### config.mk
export PLATFORM = sky130hd
export DESIGN_NAME = freq_gate_controller
export DESIGN_NICKNAME = d
export VERILOG_FILES = /design/src/rtl/freq_gate_controller.sv
export SDC_FILE = /design/constraint.sdc
export NUM_CORES = 1
export LEC_CHECK = 0
export CORE_UTILIZATION = 29
export DETAILED_ROUTE_END_ITERATION = 6
export MAX_ROUTING_LAYER = met4
export PLACE_DENSITY_LB_ADDON = 0.15
export REMOVE_ABC_BUFFERS = 1
export SLEW_MARGIN = 20
export SYNTH_ARGS = -nofsm -noshare
export SYNTH_HDL_FRONTEND = slang
export SYNTH_SLANG_ARGS = --single-unit
### constraint.sdc
create_clock -name iClk -period 1.85 [get_ports iClk]
set_input_delay 0.185 -clock iClk [delete_from_list [all_inputs] [get_ports iClk]]
set_output_delay 0.185 -clock iClk [all_outputs]
set_load 0.05 [all_outputs]
### src/rtl/freq_gate_controller.sv
// rtl/freq_gate_controller.sv - gate sequencer for the frequency counter datapath
module freq_gate_controller #(
    parameter int GATE_CYCLES = 50,
    parameter int DEBOUNCE    = 4,
    parameter int CW          = 8
) (
    input  logic iClk,
    input  logic iReset,
    input  logic iSenal,
    input  logic iStart,
    input  logic iContinuous,
    input  logic iOvf,
    input  logic iReady,
    output logic oCntClr,
    output logic oCntInc,
    output logic oLatch,
    output logic oGate,
    output logic oBusy,
    output logic oValid,
    output logic oOverrange
);

    typedef enum logic [2:0] {
        IDLE,
        CLEAR,
        GATE,
        LATCH,
        REPORT
    } stateT;

    // Terminal counts: the run counter and the gate counter both count from 0.
    localparam logic [CW-1:0] DEB_LAST  = CW'(DEBOUNCE - 1);
    localparam logic [CW-1:0] GATE_LAST = CW'(GATE_CYCLES - 1);

    stateT           state;
    logic            syncA;
    logic            syncB;
    logic            filt;
    logic [CW-1:0]   runCnt;
    logic [CW-1:0]   gateCnt;
    logic            riseNext;

    // Two-flop synchronizer followed by a run-length debounce on the synchronized sample.
    always_ff @(posedge iClk) begin
        if (iReset) begin
            syncA  <= 1'b0;
            syncB  <= 1'b0;
            filt   <= 1'b0;
            runCnt <= '0;
        end else begin
            syncA <= iSenal;
            syncB <= syncA;
            if (syncB != filt) begin
                if (runCnt == DEB_LAST) begin
                    filt   <= syncB;
                    runCnt <= '0;
                end else begin
                    runCnt <= runCnt + 1'b1;
                end
            end else begin
                runCnt <= '0;
            end
        end
    end

    // High in the cycle whose clock edge will raise the filtered level. Registering this
    // into oCntInc makes the increment strobe coincide with the cycle the edge is seen,
    // so the strobe stays inside the gate window even for an edge in the last gate cycle.
    assign riseNext = syncB & ~filt & (runCnt == DEB_LAST);

    // Measurement sequencer; every output is a flop set on the transition into its state.
    always_ff @(posedge iClk) begin
        if (iReset) begin
            state      <= IDLE;
            gateCnt    <= '0;
            oCntClr    <= 1'b0;
            oCntInc    <= 1'b0;
            oLatch     <= 1'b0;
            oGate      <= 1'b0;
            oBusy      <= 1'b0;
            oValid     <= 1'b0;
            oOverrange <= 1'b0;
        end else begin
            oCntClr <= 1'b0;
            oCntInc <= 1'b0;
            oLatch  <= 1'b0;
            case (state)
                IDLE: begin
                    if (iStart) begin
                        state      <= CLEAR;
                        oCntClr    <= 1'b1;
                        oBusy      <= 1'b1;
                        oOverrange <= 1'b0;
                        gateCnt    <= '0;
                    end
                end
                CLEAR: begin
                    state   <= GATE;
                    oGate   <= 1'b1;
                    gateCnt <= '0;
                    oCntInc <= riseNext;
                end
                GATE: begin
                    if (iOvf) begin
                        oOverrange <= 1'b1;
                    end
                    if (gateCnt == GATE_LAST) begin
                        state  <= LATCH;
                        oGate  <= 1'b0;
                        oLatch <= 1'b1;
                    end else begin
                        gateCnt <= gateCnt + 1'b1;
                        oCntInc <= riseNext;
                    end
                end
                LATCH: begin
                    state  <= REPORT;
                    oValid <= 1'b1;
                end
                REPORT: begin
                    if (oValid && iReady) begin
                        oValid <= 1'b0;
                        if (iContinuous) begin
                            state      <= CLEAR;
                            oCntClr    <= 1'b1;
                            oOverrange <= 1'b0;
                            gateCnt    <= '0;
                        end else begin
                            state <= IDLE;
                            oBusy <= 1'b0;
                        end
                    end
                end
                default: begin
                    state  <= IDLE;
                    oGate  <= 1'b0;
                    oBusy  <= 1'b0;
                    oValid <= 1'b0;
                end
            endcase
        end
    end

endmodule

==> results of run 1 <==
power by group:
| group | total (W) | switching, W | leakage (nW) | internal [W] |
|---|---|---|---|---|
| Clock | 0.000527 | 0.000232 | 0.0443 | 0.000294 |
| Combinational | 0.000663 | 0.000398 | 0.313 | 0.000266 |
| Sequential | 0.000746 | 0.0000569 | 0.235 | 0.000689 |
logic make-up (layout without fill, tap and decap cells):
| kind of cell | count (synthesis) | in the layout | share of synthesized area, % |
|---|---|---|---|
| compound gates | 30 | 30 | 15.0 |
| simple gates | 70 | 70 | 26.6 |
| xor+xnor | 7 | 7 | 4.61 |
| fa+ha+maj | 4 | 4 | 3.77 |
| flops | 29 | 29 | 43.7 |
| mux | 2 | 2 | 1.51 |
| buf+inv | 12 | 34 | 4.80 |
cell type report:
class / count / area [um^2] / share of cell area [%]
multi-input combinational: 113 / 684 / 41.9
sequential: 29 / 581 / 35.6
timing repair buffer: 22 / 198 / 12.1
clock buffer: 7 / 86.3 / 5.29
tap: 52 / 65.1 / 3.98
inverter: 5 / 18.8 / 1.15
cells in the mapped netlist, drive strengths merged, types with 2 or more instances:
master and instances:
a211oi 2, a21oi 8, a311oi 3, a31oi 5, and3 4, buf 3, clkbuf 4, dfxtp 29
ha 4, inv 5, mux2i 2, nand2 9, nand2b 2, nand3 9, nor2 23, nor2b 3
nor3 5, nor3b 2, nor4 2, o211ai 2, o21ai 5, or3 3, xnor2 3, xor2 4
routing by layer:
metal,part of all wire (%),vias to the layer above,global-route usage (%)
met5,0,-,-
met3,4.3,4,5.52
met1,49,540,16.3
met4,1.6,0,6.67
li1,-,587,-
met2,45,22,20.0
how the worst min path moves through the flow:
stage	startpoint	end	slack [ps]	depth (start not counted)
6_report	syncA	syncB	430	1
5_1_grt	syncA	syncB	450	1
4_1_cts	syncA	syncB	440	1
3_5_place_dp	syncA	syncB	420	1
3_3_place_gp	syncA	syncB	420	1
2_1_floorplan	iReset	gateCnt[2]	250	1
per-stage QoR:
stage	total power [W]	cells	utilization, %	cell area (um^2)
3_5_place_dp	0.00142	221	35.3	1550
3_3_place_gp	0.00142	221	35.3	1550
5_1_grt	0.00206	228	37.2	1630
2_1_floorplan	0.00116	147	-	1280
6_report	0.00194	228	37.2	1630
4_1_cts	0.00196	228	37.2	1630
registers in the layout, summed over array words and instances (netlist names):
name,cells
filt,1
gateCnt,8
oBusy,1
oCntClr,1
oCntInc,1
oGate,1
oLatch,1
oOverrange,1
oValid,1
runCnt,8
state,3
syncA,1
syncB,1
==> flow_summary_export.csv, run 1 <==
group,metric,value,unit
timing,hold_ws,435,ps
synthesis,yosys.area.top_type,"dfxtp_1",
floorplanning,die_h,69.7,um
global_route,grt_pass1_wl,4980,um
worst_setup_path,cp.arrival,1530,ps
synthesis,ys_seq_area_share,43.7,%
timing,hold_viol_final,0,
final_layout,drive_gt1_share,9.66,%
timing,slew_headroom,65.2,%
cts,cts_resized,0,
detailed_routing,drtAntennaViolNets,0,
detailed_routing,vias,1153,
synthesis,synthTopCellsByArea,"dfxtp_1 (44%), nor2_1 (6.5%), ha_1 (3.8%)",
timing,fin_crit,1720,ps
final_layout,areaGrowthSynthToFinish,22.9,%
worst_setup_path,path_buf_inv,1,
pwr,p_leak,0.593,nW
synthesis,syn_area,0.00133,mm^2
placed_design,gp_congestion,0.810,
synthesis,synth_edf_count,0,
synthesis,synth_flop_cell,"dfxtp_1",
timing,max_freq,582,MHz
worst_setup_path,r2r-end,"gateCnt[0]",
cts,cts_sinks,29,
floorplanning,fp.dieW,69.7,um
status,status,"finished, final reports clean",
detailed_routing,viasPerCell,5.06,
global_route,grt_start_max_net_pins,11,
timing,setup_violations,0,
global_route,grt_pass1_vias,1069,
timing,fin_crit_sh,92.9,%
placed_design,hpwl,2080,um
timing,clock_skew,4.31,ps
final_layout,final_common_cell,"dfxtp_1",
floorplanning,die_area,0.00486,mm^2
worst_setup_path,cp-endpoint,"oValid",
detailed_routing,routedWlPerCell,12.7,um
worst_setup_path,critPathMaxStageDelay,830,ps
final_layout,nFillCells,443,
cts,cts_root_buf,"clkbuf_8",
floorplanning,rows,24,
floorplanning,core,0.00438,mm^2
synthesis,synthCells,154,
synthesis,yosysTopAreaCellShare,43.7,%
synthesis,async_reset_ff_share,0,%
cts,clk_latency,280,ps
worst_setup_path,crit_required,1660,ps
placed_design,port_buffers,13,
synthesis,synth.avg_cell_area,8.63,um^2
cts,cts_tree,"done",
floorplanning,start_util,30.3,%
cts,clk_path_buf_depth,2,
worst_setup_path,crit_slowest_cell,"clkdlybuf4s50_1",
cts,cts.clk_slew.worst_paths,60,ps
synthesis,yosysUniqueCellTypes,39,
cts,cts_max_level,2,
floorplanning,ios,14,
timing,tns,0,ps
worst_setup_path,timing.rr.start,"state[2]",
placed_design,place_ws,72.5,ps
global_route,antenna_found_initial,0,
worst_hold_path,hold_path_class,"reg2reg",
global_route,grtUsageTotal,13.7,%
worst_setup_path,end_kind,"output pin",
flow_run,maxCapViolCount,0,
timing,setup_slack,131,ps
detailed_routing,drt_iter0_drc,95,
detailed_routing,drt-total-wl,2900,um
pwr,ir_drop,0.475,mV
final_layout,final_cell_mix,"dfxtp_1 (29), nor2_1 (23), clkdlybuf4s50_1 (13)",
synthesis,yosysWarnings,0,
worst_setup_path,criticalPathCategory,"reg2out",
timing,rsz0062_at_grt,"false",
final_layout,final_nets,187,
worst_setup_path,cp.depth,1,
worst_setup_path,reg2reg_depth,5,
worst_setup_path,r2r_slack,260,ps
timing,slew_viol_final,0,
global_route,grt_overflow_total,0,
worst_setup_path,crit_start,"oValid",
worst_setup_path,worst_setup_path_start_kind,"flip-flop",
synthesis,ys_seq_elements,29,
detailed_routing,drc,0,
timing,worst_pin_slew,517,ps
cts,cts_hold_buf,0,
pwr,power_density,1190,mW/mm^2
worst_setup_path,cp_cell_sequence,"clkdlybuf4s50_1",
cts,cts_buffers,5,
worst_setup_path,crit_family,"buffers and inverters",
cts,post_cts_buffers,0,
detailed_routing,first_pass_iters,5,
final_layout,antenna_cells,0,
worst_setup_path,crit_path_max_fanout,6,
(Power assumes the default switching activity.)
==> inputs of run 2 (changes only) <==
--- a/config.mk
+++ b/config.mk
@@ -6,6 +6,7 @@
 export NUM_CORES = 1
 export LEC_CHECK = 0
 export CORE_UTILIZATION = 29
+export CTS_CLUSTER_DIAMETER = 60
 export DETAILED_ROUTE_END_ITERATION = 6
 export MAX_ROUTING_LAYER = met4
 export PLACE_DENSITY_LB_ADDON = 0.15
==> results of run 2 <==
No change in the layout: final DEF, timing and power equal those of run 1.
==> inputs of run 3 (changes only) <==
--- a/config.mk
+++ b/config.mk
@@ -5,6 +5,7 @@
 export SDC_FILE = /design/constraint.sdc
 export NUM_CORES = 1
 export LEC_CHECK = 0
+export CORE_ASPECT_RATIO = 2
 export CORE_UTILIZATION = 29
 export CTS_CLUSTER_DIAMETER = 60
 export DETAILED_ROUTE_END_ITERATION = 6
@@ -15,3 +16,4 @@
 export SYNTH_ARGS = -nofsm -noshare
 export SYNTH_HDL_FRONTEND = slang
 export SYNTH_SLANG_ARGS = --single-unit
+export TNS_END_PERCENT = 50
==> constraint.sdc (replaced) <==
create_clock -name iClk -period 1.85 [get_ports iClk]
set_input_delay 0.185 -clock iClk [delete_from_list [all_inputs] [get_ports iClk]]
set_output_delay 0.185 -clock iClk [all_outputs]
set_load 0.02 [all_outputs]
==> run 3 against run 2 <==
Effect of this change: non-clock buffer count decreased by 2; critical endpoint is now gateCnt[6]; worst setup slack improved by 110 ps; routed wire length increased by 7.1%; largest cell class unchanged; clock power increased by 28%; highest routed layer unchanged; first-iteration DRC count decreased by 78%; global-route usage increased by 1.2 points; die area increased by 0.34%; sequential share of layout area decreased by 0.64 points; final cell count increased by 0.44%; register-to-register slack got worse by 20 ps.
==> flow_summary_export.csv, run 3 (synthesized netlist as in run 1, its figures left out) <==
group,metric,value,unit
worst_setup_path,cp.arrival,1790,ps
floorplanning,rows,34,
timing,worst_pin_slew,536,ps
timing,fin_crit_sh,86.9,%
worst_setup_path,criticalPathCategory,"reg2reg",
timing,tns,0,ps
floorplanning,die_area,0.00487,mm^2
final_layout,nFillCells,468,
final_layout,drive_gt1_share,9.14,%
cts,post_cts_buffers,0,
cts,clk_path_buf_depth,2,
worst_setup_path,worst_setup_path_start_kind,"flip-flop",
status,status,"finished, final reports clean",
pwr,ir_drop,0.698,mV
worst_setup_path,critPathMaxStageDelay,420,ps
final_layout,final_cell_mix,"dfxtp_1 (29), nor2_1 (23), clkdlybuf4s50_1 (13)",
cts,cts_buffers,5,
final_layout,final_common_cell,"dfxtp_1",
cts,cts_sinks,29,
worst_setup_path,end_kind,"flip-flop",
global_route,grt_pass1_vias,1249,
worst_setup_path,crit_path_max_fanout,8,
pwr,p_leak,0.601,nW
final_layout,fin_area,0.00166,mm^2
timing,slew_headroom,64.0,%
timing,hold_ws,446,ps
floorplanning,ios,14,
worst_setup_path,crit_required,2040,ps
floorplanning,start_util,30.3,%
worst_setup_path,crit_slowest_cell,"nor3_1",
cts,cts.clk_slew.worst_paths,60,ps
placed_design,port_buffers,13,
global_route,grt_start_max_net_pins,25,
global_route,grtUsageTotal,14.9,%
global_route,grt_pass1_wl,5320,um
cts,cts_resized,0,
placed_design,place_inst,221,
pwr,power_density,1210,mW/mm^2
floorplanning,fp.dieW,49.9,um
cts,cts_root_buf,"clkbuf_8",
final_layout,finalNonFillerCells,229,
global_route,antenna_found_initial,0,
worst_setup_path,crit_family,"compound AO/OA/AOI/OAI gates",
detailed_routing,first_pass_iters,4,
placed_design,gp_congestion,0.807,
timing,rsz0062_at_grt,"false",
flow_run,maxCapViolCount,0,
final_layout,multiInputGateArea,684,um^2
floorplanning,die_h,97.7,um
timing,slew_viol_final,0,
final_layout,final_util,37.9,%
detailed_routing,viasPerCell,5.08,
timing,setup_violations,0,
detailed_routing,drt_iter0_drc,21,
floorplanning,core,0.00438,mm^2
final_layout,top_regs,"gateCnt x8, runCnt x8, state x3",
detailed_routing,drt-total-wl,3110,um
cts,cts_hold_buf,0,
cts,cts_max_level,2,
timing,clock_skew,7.15,ps
global_route,grt_overflow_total,0,
detailed_routing,vias,1164,
placed_design,hpwl,2360,um
cts,clk_latency,280,ps
final_layout,final_nets,185,
cts,cts_tree,"done",
timing,fin_crit,1610,ps
final_layout,seq_area,581,um^2
timing,hold_viol_final,0,
final_layout,antenna_cells,0,
detailed_routing,drtAntennaViolNets,0,
placed_design,dpl_cell_area,0.00155,mm^2
final_layout,areaGrowthSynthToFinish,25.1,%
worst_hold_path,hold_path_class,"reg2reg",
worst_setup_path,cp_cell_sequence,"buf_4 > inv_1 > nor3_1 > o21ai_0 > a311oi_1",
detailed_routing,routedWlPerCell,13.6,um
timing,max_freq,622,MHz
worst_setup_path,path_buf_inv,2,
detailed_routing,drc,0,
## run 3: changes by cell type in the layout (fill, tap and decap cells not counted)
cell / delta
buf_4: -3
buf_12: +1
bufinv_16: +1
## run 3: through the flow
step | worst slack, ps | power, W
after floorplan | 200 | 0.00109
after global placement | 138 | 0.00135
after detailed placement | 125 | 0.00136
after CTS | 246 | 0.00205
after global routing | 171 | 0.00214
final | 243 | 0.00202
## run 3: final cells by class
class                      instances  area share (%)
clock buffer                       7            5.19
clock inverter                     1            1.81
inverter                           5            1.13
multi-input combinational        113            41.2
sequential                        29            34.9
tap                               54            4.06
timing repair buffer              20            11.7
## run 3: path summary, 6_finish.rpt
path,from,endpoint,slack (ps),depth (start not counted)
hold reg to reg,syncA,syncB,450,1
setup reg to reg,state[1],gateCnt[6],240,5
hold / removal,syncA,syncB,450,1
setup / recovery,state[1],gateCnt[6],240,5
## run 3: layer usage
layer / part of all wire [%] / wire, um / track usage, % / up-vias
li1: - / - / - / 585
met5: 0 / 0 / - / -
met1: 38 / 1180 / 13.1 / 553
met4: 2.9 / 90 / 8.79 / 0
met2: 57 / 1760 / 27.2 / 18
met3: 2.6 / 81 / 3.74 / 8
## run 3: report_power, final
group / internal [W] / leakage (nW) / switching, W
Combinational: 0.000263 / 0.307 / 0.000334
Sequential: 0.000689 / 0.235 / 0.0000534
Clock: 0.000439 / 0.0585 / 0.000238
